<file path="src/rtl/p_uart_pkt_loop_if.sv">
//------------------------------------------------------------------------------
// Module   : p_uart_pkt_loop_if
// Brief    : Signal bundle between the packet loop engine and its receive /
//            send neighbours. The master side is the loop engine itself.
// Revision : 1.0 - initial release
//------------------------------------------------------------------------------
`default_nettype none

interface p_uart_pkt_loop_if #(
    parameter int PKT_BYTES  = 8,
    parameter int FIFO_DEPTH = 4,
    parameter int DROP_CNT_W = 8
);
    localparam int DW = 8 * PKT_BYTES;
    localparam int AW = $clog2(FIFO_DEPTH);

    logic                  recv_done;
    logic [DW-1:0]         recv_data;
    logic                  tx_busy;
    logic                  send_en;
    logic [DW-1:0]         send_data;
    logic [AW:0]           fifo_level;
    logic                  overflow;
    logic [DROP_CNT_W-1:0] drop_cnt;

    // Loop engine view
    modport master (
        input  recv_done,
        input  recv_data,
        input  tx_busy,
        output send_en,
        output send_data,
        output fifo_level,
        output overflow,
        output drop_cnt
    );

    // Environment view (receiver, sender, status observer)
    modport slave (
        output recv_done,
        output recv_data,
        output tx_busy,
        input  send_en,
        input  send_data,
        input  fifo_level,
        input  overflow,
        input  drop_cnt
    );
endinterface

`default_nettype wire

</file>
<file path="src/rtl/p_uart_pkt_loop.sv">
//------------------------------------------------------------------------------
// Module   : p_uart_pkt_loop
// Brief    : Packet loop engine. Buffers received packets in a packet FIFO,
//            replays them one per sender handshake, counts overflow drops.
//            Optional checksum mode: define UART_LOOP_CKSUM_EN to replace the
//            last byte of each sent packet with the XOR of the other bytes.
// Revision : 1.0 - initial release
//------------------------------------------------------------------------------
`default_nettype none

module p_uart_pkt_loop #(
    parameter int PKT_BYTES  = 8,
    parameter int FIFO_DEPTH = 4,
    parameter int DROP_CNT_W = 8,
    parameter int BUSY_WAIT  = 4
) (
    input  wire logic             sys_clk,
    input  wire logic             sys_rst_n,
    p_uart_pkt_loop_if.master     bus
);
    localparam int DW = 8 * PKT_BYTES;
    localparam int AW = $clog2(FIFO_DEPTH);
    localparam int CW = $clog2(BUSY_WAIT + 1);

    localparam logic [AW:0]   c_FULL_LEVEL = (AW + 1)'(FIFO_DEPTH);
    localparam logic [CW-1:0] c_WAIT_LAST  = CW'(BUSY_WAIT - 1);

    typedef enum logic [1:0] {
        ST_IDLE      = 2'd0,
        ST_WAIT_BUSY = 2'd1,
        ST_WAIT_DONE = 2'd2
    } state_t;

    state_t                r_state;
    logic [DW-1:0]         r_mem [FIFO_DEPTH];
    logic [AW-1:0]         r_wptr;
    logic [AW-1:0]         r_rptr;
    logic [AW:0]           r_level;
    logic [CW-1:0]         r_wait_cnt;
    logic                  r_send_en;
    logic [DW-1:0]         r_send_data;
    logic                  r_overflow;
    logic [DROP_CNT_W-1:0] r_drop_cnt;

    logic                  w_full;
    logic                  w_empty;
    logic                  w_pop;
    logic                  w_push;
    logic                  w_drop;
    logic [DW-1:0]         w_head_raw;
    logic [DW-1:0]         w_head_data;

    // Occupancy comes from the level count so full and empty are unambiguous
    // with equal pointers.
    assign w_full  = (r_level == c_FULL_LEVEL);
    assign w_empty = (r_level == '0);

    // A pop only happens from IDLE with an idle sender; a push into a full
    // FIFO is still accepted when a pop frees the slot in the same cycle.
    assign w_pop  = (r_state == ST_IDLE) && !w_empty && !bus.tx_busy;
    assign w_push = bus.recv_done && (!w_full || w_pop);
    assign w_drop = bus.recv_done && w_full && !w_pop;

    assign w_head_raw = r_mem[r_rptr];

`ifdef UART_LOOP_CKSUM_EN
    logic [7:0] w_cksum;

    // Checksum byte replaces the top byte of the head packet at pop time
    always_comb begin
        w_cksum = 8'h00;
        for (int b = 0; b < PKT_BYTES - 1; b++) begin
            w_cksum = w_cksum ^ w_head_raw[8*b +: 8];
        end
        w_head_data = {w_cksum, w_head_raw[DW-9:0]};
    end
`else
    assign w_head_data = w_head_raw;
`endif

    // Packet storage; contents need no reset because the level gates reads
    always_ff @(posedge sys_clk) begin
        if (w_push) begin
            r_mem[r_wptr] <= bus.recv_data;
        end
    end

    // FIFO pointers, level and drop accounting
    always_ff @(posedge sys_clk or negedge sys_rst_n) begin
        if (!sys_rst_n) begin
            r_wptr     <= '0;
            r_rptr     <= '0;
            r_level    <= '0;
            r_overflow <= 1'b0;
            r_drop_cnt <= '0;
        end else begin
            if (w_push) begin
                r_wptr <= r_wptr + 1'b1;
            end
            if (w_pop) begin
                r_rptr <= r_rptr + 1'b1;
            end
            case ({w_push, w_pop})
                2'b10:   r_level <= r_level + 1'b1;
                2'b01:   r_level <= r_level - 1'b1;
                default: r_level <= r_level;
            endcase
            r_overflow <= w_drop;
            if (w_drop && (r_drop_cnt != '1)) begin
                r_drop_cnt <= r_drop_cnt + 1'b1;
            end
        end
    end

    // Send handshake FSM with registered start pulse and packet
    always_ff @(posedge sys_clk or negedge sys_rst_n) begin
        if (!sys_rst_n) begin
            r_state     <= ST_IDLE;
            r_wait_cnt  <= '0;
            r_send_en   <= 1'b0;
            r_send_data <= '0;
        end else begin
            r_send_en <= 1'b0;
            case (r_state)
                ST_IDLE: begin
                    if (w_pop) begin
                        r_send_data <= w_head_data;
                        r_send_en   <= 1'b1;
                        r_wait_cnt  <= '0;
                        r_state     <= ST_WAIT_BUSY;
                    end
                end
                ST_WAIT_BUSY: begin
                    // A sender that never answers must not stall the loop;
                    // the packet is treated as sent.
                    if (bus.tx_busy) begin
                        r_state <= ST_WAIT_DONE;
                    end else if (r_wait_cnt == c_WAIT_LAST) begin
                        r_state <= ST_IDLE;
                    end else begin
                        r_wait_cnt <= r_wait_cnt + 1'b1;
                    end
                end
                ST_WAIT_DONE: begin
                    if (!bus.tx_busy) begin
                        r_state <= ST_IDLE;
                    end
                end
                default: begin
                    r_state <= ST_IDLE;
                end
            endcase
        end
    end

    assign bus.send_en    = r_send_en;
    assign bus.send_data  = r_send_data;
    assign bus.fifo_level = r_level;
    assign bus.overflow   = r_overflow;
    assign bus.drop_cnt   = r_drop_cnt;

endmodule

`default_nettype wire

</file>
<file path="src/flat_wrapper.sv">
// flat-port wrapper written by rule: the top's interface ports become plain ports
module p_uart_pkt_loop_flat 
#(
    parameter int PKT_BYTES  = 8,
    parameter int FIFO_DEPTH = 4,
    parameter int DROP_CNT_W = 8,
    parameter int BUSY_WAIT  = 4
)
  (sys_clk, sys_rst_n, bus_recv_done, bus_recv_data, bus_tx_busy, bus_send_en, bus_send_data, bus_fifo_level, bus_overflow, bus_drop_cnt);
  p_uart_pkt_loop_if #(.PKT_BYTES(PKT_BYTES), .FIFO_DEPTH(FIFO_DEPTH), .DROP_CNT_W(DROP_CNT_W)) bus_i ();
  input  wire logic sys_clk;
  input  wire logic sys_rst_n;
  input wire logic [$bits(bus_i.recv_done)-1:0] bus_recv_done;
  input wire logic [$bits(bus_i.recv_data)-1:0] bus_recv_data;
  input wire logic [$bits(bus_i.tx_busy)-1:0] bus_tx_busy;
  output wire logic [$bits(bus_i.send_en)-1:0] bus_send_en;
  output wire logic [$bits(bus_i.send_data)-1:0] bus_send_data;
  output wire logic [$bits(bus_i.fifo_level)-1:0] bus_fifo_level;
  output wire logic [$bits(bus_i.overflow)-1:0] bus_overflow;
  output wire logic [$bits(bus_i.drop_cnt)-1:0] bus_drop_cnt;
  assign bus_i.recv_done = bus_recv_done;
  assign bus_i.recv_data = bus_recv_data;
  assign bus_i.tx_busy = bus_tx_busy;
  assign bus_send_en = bus_i.send_en;
  assign bus_send_data = bus_i.send_data;
  assign bus_fifo_level = bus_i.fifo_level;
  assign bus_overflow = bus_i.overflow;
  assign bus_drop_cnt = bus_i.drop_cnt;
  p_uart_pkt_loop #(.PKT_BYTES(PKT_BYTES), .FIFO_DEPTH(FIFO_DEPTH), .DROP_CNT_W(DROP_CNT_W), .BUSY_WAIT(BUSY_WAIT)) u_core (.sys_clk(sys_clk), .sys_rst_n(sys_rst_n), .bus(bus_i));
endmodule
</file>
<file path="config.mk">
export PLATFORM = sky130hd
export DESIGN_NAME = p_uart_pkt_loop_flat
export DESIGN_NICKNAME = d
export VERILOG_FILES = /design/src/rtl/p_uart_pkt_loop_if.sv /design/src/rtl/p_uart_pkt_loop.sv /design/src/flat_wrapper.sv
export SDC_FILE = /design/constraint.sdc
export NUM_CORES = 1
export LEC_CHECK = 0
export CAP_MARGIN = 20
export CORE_ASPECT_RATIO = 0.6
export CORE_UTILIZATION = 66
export CTS_BUF_LIST = sky130_fd_sc_hd__clkbuf_8
export CTS_CLUSTER_DIAMETER = 40
export CTS_CLUSTER_SIZE = 10
export DETAILED_ROUTE_END_ITERATION = 8
export DONT_BUFFER_PORTS = 1
export PLACE_DENSITY = 0.91
export SYNTH_ARGS = -nofsm -noshare
export SYNTH_HDL_FRONTEND = slang
export SYNTH_SLANG_ARGS = --single-unit
</file>
<file path="constraint.sdc">
create_clock -name sys_clk -period 4.2 [get_ports sys_clk]
set_input_delay 0 -clock sys_clk [delete_from_list [all_inputs] [get_ports sys_clk]]
set_output_delay 0 -clock sys_clk [all_outputs]
set_load 0.01 [all_outputs]
</file>
# [After elaboration in Yosys (flattened, before gate mapping)]
# Memory sizes are Yosys's and may differ from the RTL's. A register that Yosys moved wholly into a read port is not among the register bits.
# Cells that the tools add are included.
# W data, S select, Z words.
[totals] ff_bits=22 mem_bits_rw=256 in_bits=68 output_inout_bits=77 n_memories=1
[classes] n_addsub=6 n_eq_ne=12 n_mux=14 reduce_logical=19
[memory_table] memory="u_core.r_mem" words=4 word_bits=64 rd=1 rd_ports_with_merged_regs=1 wr=1 line="p_uart_pkt_loop.sv:35" source="logic [DW-1:0] r_mem [FIFO_DEPTH];"
[op_table] op="$pmux W3 S2" n=2
[op_table] op="$mux W3" n=3
[op_table] op="$add A8 B1 Y8 const B" n=1
[op_table] op="$mux W2" n=4
[op_table] op="$ne A8 B8 Y1 const B" n=1
[op_table] op="$add A3 B1 Y3 const B" n=2
[op_table] op="$logic_and A1 B1 Y1" n=6
[op_table] op="$ne A2 B2 Y1 const B" n=3
[op_table] op="$pmux W2 S3" n=1
[op_table] op="$logic_not A1 Y1" n=5
[op_table] op="$add A2 B1 Y2 const B" n=2
[op_table] op="$eq A2 B1 Y1 const B" n=2
[op_table] op="$eq A2 B2 Y1 const B" n=2
[op_table] op="$mux W1" n=4
[op_table] op="$reduce_and A4 Y1" n=1
[op_table] op="$reduce_bool A2 Y1" n=2
[op_table] op="$eq A3 B2 Y1 const B" n=1
[op_table] op="$eq A3 B3 Y1 const B" n=1
[op_table] op="$logic_not A3 Y1" n=1
[op_table] op="$ne A3 B2 Y1 const B" n=1
[op_table] op="$reduce_and A3 Y1" n=1
[op_table] op="$sub A3 B1 Y3 const B" n=1
[op_table] op="$logic_not A2 Y1" n=1
[op_table] op="$ne A2 B1 Y1 const B" n=1
[op_table] op="other kinds (2)" n=2

# [Longest topological paths before layout]
[logic_depth] word_depth=8 mapped_depth=10 depth_no_buf=8

# [Worst setup path before layout]
# Ideal clock, no wire load.
[synth_path] kind="register to register" from="register u_core.r_state[1]" to="memory u_core.r_mem[0][0] (netlist bit) (enable)" setup_time_ns=0.429 arrival_time_ns=2.601 required_time_ns=3.771 path_slack_ns=1.170 stages_incl_launch_ff=6 cell_sequence="dfrtp_1 -> nor3_1 -> buf_4 -> nor2_1 -> a21boi_2 -> and2_1"
[synth_between] elab_chain_len=7
[synth_lines] element="start: declaration" line="p_uart_pkt_loop.sv:34" source="state_t r_state;"
[synth_lines] element="start signal: assignment" line="p_uart_pkt_loop.sv:118" source="r_state <= ST_IDLE;"
[synth_lines] element="start signal: assignment" line="p_uart_pkt_loop.sv:130" source="r_state <= ST_WAIT_BUSY;"
[synth_lines] element="start signal: assignment" line="p_uart_pkt_loop.sv:137" source="r_state <= ST_WAIT_DONE;"
[synth_lines] element="$logic_not A2 Y1" line="p_uart_pkt_loop.sv:60" source="assign w_pop = (r_state == ST_IDLE) && !w_empty && !bus.tx_busy;"
[synth_lines] element="$logic_and A1 B1 Y1 (2 in series)" line="p_uart_pkt_loop.sv:60"
[synth_lines] element="$logic_or A1 B1 Y1" line="p_uart_pkt_loop.sv:61" source="assign w_push = bus.recv_done && (!w_full || w_pop);"
[synth_lines] element="$logic_and A1 B1 Y1" line="p_uart_pkt_loop.sv:61"
[synth_lines] element="$mux W1" line="p_uart_pkt_loop.sv:83" source="if (w_push) begin"
[synth_lines] element="$mux W1 (not written as such)" line="p_uart_pkt_loop.sv:84" source="r_mem[r_wptr] <= bus.recv_data;"
[synth_lines] element="end: declaration" line="p_uart_pkt_loop.sv:35"
# Every way passes these cells.

# [Worst setup path after layout]
[layout_path] from="register u_core.r_state[1]" to="memory u_core.r_mem[0][7] (netlist bit) (enable)"
# The elaborated chain is that of the path after synthesis.

==> results.yml <==
timing:
  setup_tns_ps: 0
  layout_setup_ws_ps: 1690
  fin_skew_ps: 18.6
  tightest_slew_ps: 1030
  finalHoldViolations: 0
  slew_viol_final: 0
  rsz0062_at_grt: "false"
  finalSetupViolations: 0
  fmax_ghz: 0.399
  relSlewSlack: 0.314
  fin_crit_ps: 2510
  fin_crit_sh: 0.597
yosys:
  async_reset_ff_frac: 0.251
  ys_types: 38
  synth_nets: 793
  ys_ff_latch: 342
  synth_area_um2: 12800
  postSynthCellCount: 717
  synth_ff_type: "edfxtp_1"
  synth_edf_count: 256
  syn_avg_cell_area_um2: 17.8
  yosysWarnings: 0
  yosysSeqAreaShare: 0.770
clock_network:
  cts_tree: "done"
  cts_max_level: 2
  cts_buffers: 40
  cts_sinks: 342
  clk_pin_slew_worst_paths_ps: 70
  cts_max_path_buffers: 3
  postCtsSetupBuffers: 0
  cts_root_buf: "clkbuf_8"
  insertion_delay_ps: 530
drt:
  drc: 0
  wl_per_cell_um: 22.4
  num_vias: 6414
  postRouteAntennaNets: 0
  first_iter_violations: 569
  wl_um: 24200
  first_pass_iters: 7
  viasPerCell: 5.94
global_routing:
  grt_pass1_vias: 6626
  track_usage: 0.247
  grt_antenna_before_repair: 2
  grt_overflow: 0
  grt_pass1_wl_um: 36200
  grt_max_degree: 87
floorplan:
  top_level_ports: 145
  fp.dieW_um: 182
  die_area_um2: 19900
  die_h_um: 110
  core-area_um2: 19000
  num_rows: 39
  initial_utilization: 0.674
critical_path:
  cp_max_fo: 64
  reg2regPathDepth: 5
  path_class: "reg -> reg"
  crit_slowest_cell: "and2_4"
  cp.required_ps: 4340
  cp_slowest_stage_delay_ps: 860
  arrival_ps: 2640
  worstSetupStartpointType: "flop"
  end_kind: "flop"
  crit_chain: "nor3_1, buf_4, nor2_1, a21boi_2, and2_4"
place:
  gp_congestion: 0.767
  dp.cells: 936
  dp_hpwl_um: 13600
  pre_cts_ws_ps: 1740
  port_buffers: 0
status:
  outcome: "finished clean"
power:
  powerDensity_nw_per_um2: 677
  ir_drop_v: 0.000430
  power.total_w: 0.00975
  power_leakage_nw: 5.46
flow_run:
  max_cap_viol_count: 0
cells_and_area:
  area_delta_synth_final_pct: 12.6
  fin_nets: 877
  drive_above_1_share: 0.154
  finalNonFillerCells: 1079
min_path:
  hp-class: "in -> async"
## layout by cell type (no fill, tap or decap), types with 2 or more instances in the layout
| cell type | n |
|---|---|
| nand2b_1 | 3 |
| dlygate4sd3_1 | 67 |
| mux2_2 | 3 |
| and2_4 | 4 |
| edfxtp_1 | 256 |
| diode_2 | 2 |
| and3_1 | 4 |
| nor3_1 | 2 |
| a31oi_1 | 2 |
| buf_4 | 5 |
| mux4_2 | 64 |
| dfrtp_1 | 84 |
| nand2_1 | 195 |
| nor4_1 | 2 |
| clkbuf_8 | 41 |
| a21oi_1 | 2 |
| inv_1 | 37 |
| xnor2_1 | 3 |
| o211ai_1 | 2 |
| xor2_1 | 7 |
| nand3_1 | 5 |
| nand4_1 | 3 |
| o21ai_0 | 4 |
| ha_1 | 7 |
| nor2_1 | 9 |
## metrics by stage
stage               cell area [um^2]  hold slack [ps]  utilization
CTS                            14400              116        0.757
finish                         14400              115        0.759
floorplan                      12800             -296            -
global route                   14400              156        0.759
global placement               13000             -294        0.683
detailed placement             13000             -294        0.683
## timing repair
| item | CTS | global route |
|---|---|---|
| hold buffers | 68 | 0 |
| endpoints found under the setup margin | 0 | 0 |
| hold endpoints to repair | 352 | 0 |
| resized for setup | 0 | 0 |
## worst paths after layout
| check | endpoint | slack (ps) | startpoint |
|---|---|---|---|
| max | u_core.r_mem[0][7] | 1690 | u_core.r_state[1] |
| min | u_core.r_wptr[0] | 110 | sys_rst_n |
| max reg2reg | u_core.r_mem[0][7] | 1690 | u_core.r_state[1] |
| min reg2reg | u_core.r_wait_cnt[1] | 530 | u_core.r_wait_cnt[1] |
| max in group asynchronous | u_core.r_rptr[0] | 3680 | sys_rst_n |
| min in group sys_clk | u_core.r_mem[2][15] | 180 | bus_recv_data[15] |
## worst max-delay path, delay by kind of cell (launching register included)
kind                   cells  cell delay (ps)
AO/OA/AOI/OAI              1              310
buffers and inverters      1              220
AND/OR/NAND/NOR            3             1150
flip-flops                 1              400
## logic make-up (layout without fill, tap and decap cells)
| logic type | Yosys count | in the layout | synth area share |
|---|---|---|---|
| simple gates | 233 | 233 | 0.0740 |
| other cells | 0 | 2 | 0 |
| fa+ha+maj | 8 | 8 | 0.00842 |
| buf+inv | 41 | 155 | 0.0163 |
| xor+xnor | 10 | 10 | 0.00685 |
| compound gates | 15 | 15 | 0.00861 |
| flops | 342 | 342 | 0.770 |
| mux | 68 | 68 | 0.116 |
## registers in the layout, summed over array words and instances (netlist names)
| register | cells |
|---|---|
| u_core.r_rptr | 2 |
| u_core.bus.send_data | 64 |
| u_core.r_wait_cnt | 3 |
| u_core.bus.drop_cnt | 8 |
| u_core.r_mem | 256 |
| u_core.bus.send_en | 1 |
| u_core.r_wptr | 2 |
| u_core.r_state | 2 |
| u_core.bus.fifo_level | 3 |
| u_core.bus.overflow | 1 |
## per-layer routing
| layer | GRT usage | vias to the layer above | part of all wire |
|---|---|---|---|
| met5 | 0 | - | 0.00054 |
| met4 | 0.0702 | 2 | 0.020 |
| li1 | - | 2830 | - |
| met1 | 0.329 | 3243 | 0.40 |
| met2 | 0.404 | 288 | 0.49 |
| met3 | 0.0762 | 51 | 0.090 |
## cell usage after synthesis, types with 7 or more instances
cell,n,area share
nand2_1,195,0.057
mux4_2,64,0.11
clkbuf_1,10,0.0029
dfrtp_1,86,0.17
inv_1,8,0.0023
nor2_1,9,0.0026
buf_2,8,0.0031
edfxtp_1,256,0.60
ha_1,7,0.0069
buf_4,12,0.0070
xor2_1,7,0.0048
## area by class of cell
cell class              instances  area, um^2
multi-input cells             334        2750
clock inverters                31         144
diodes                          2        5.00
repair buffers                 74         756
flip-flops and latches        342        9840
inverters                       9        33.8
well taps                     246         308
clock buffers                  41         564
fillers                      1026        4580
## where the power goes
group          switching [W]  internal [W]  total (W)
clock network        0.00111      0.000968    0.00207
logic                0.00127       0.00106    0.00233
registers           0.000748       0.00459    0.00534
(Power assumes the default switching activity.)
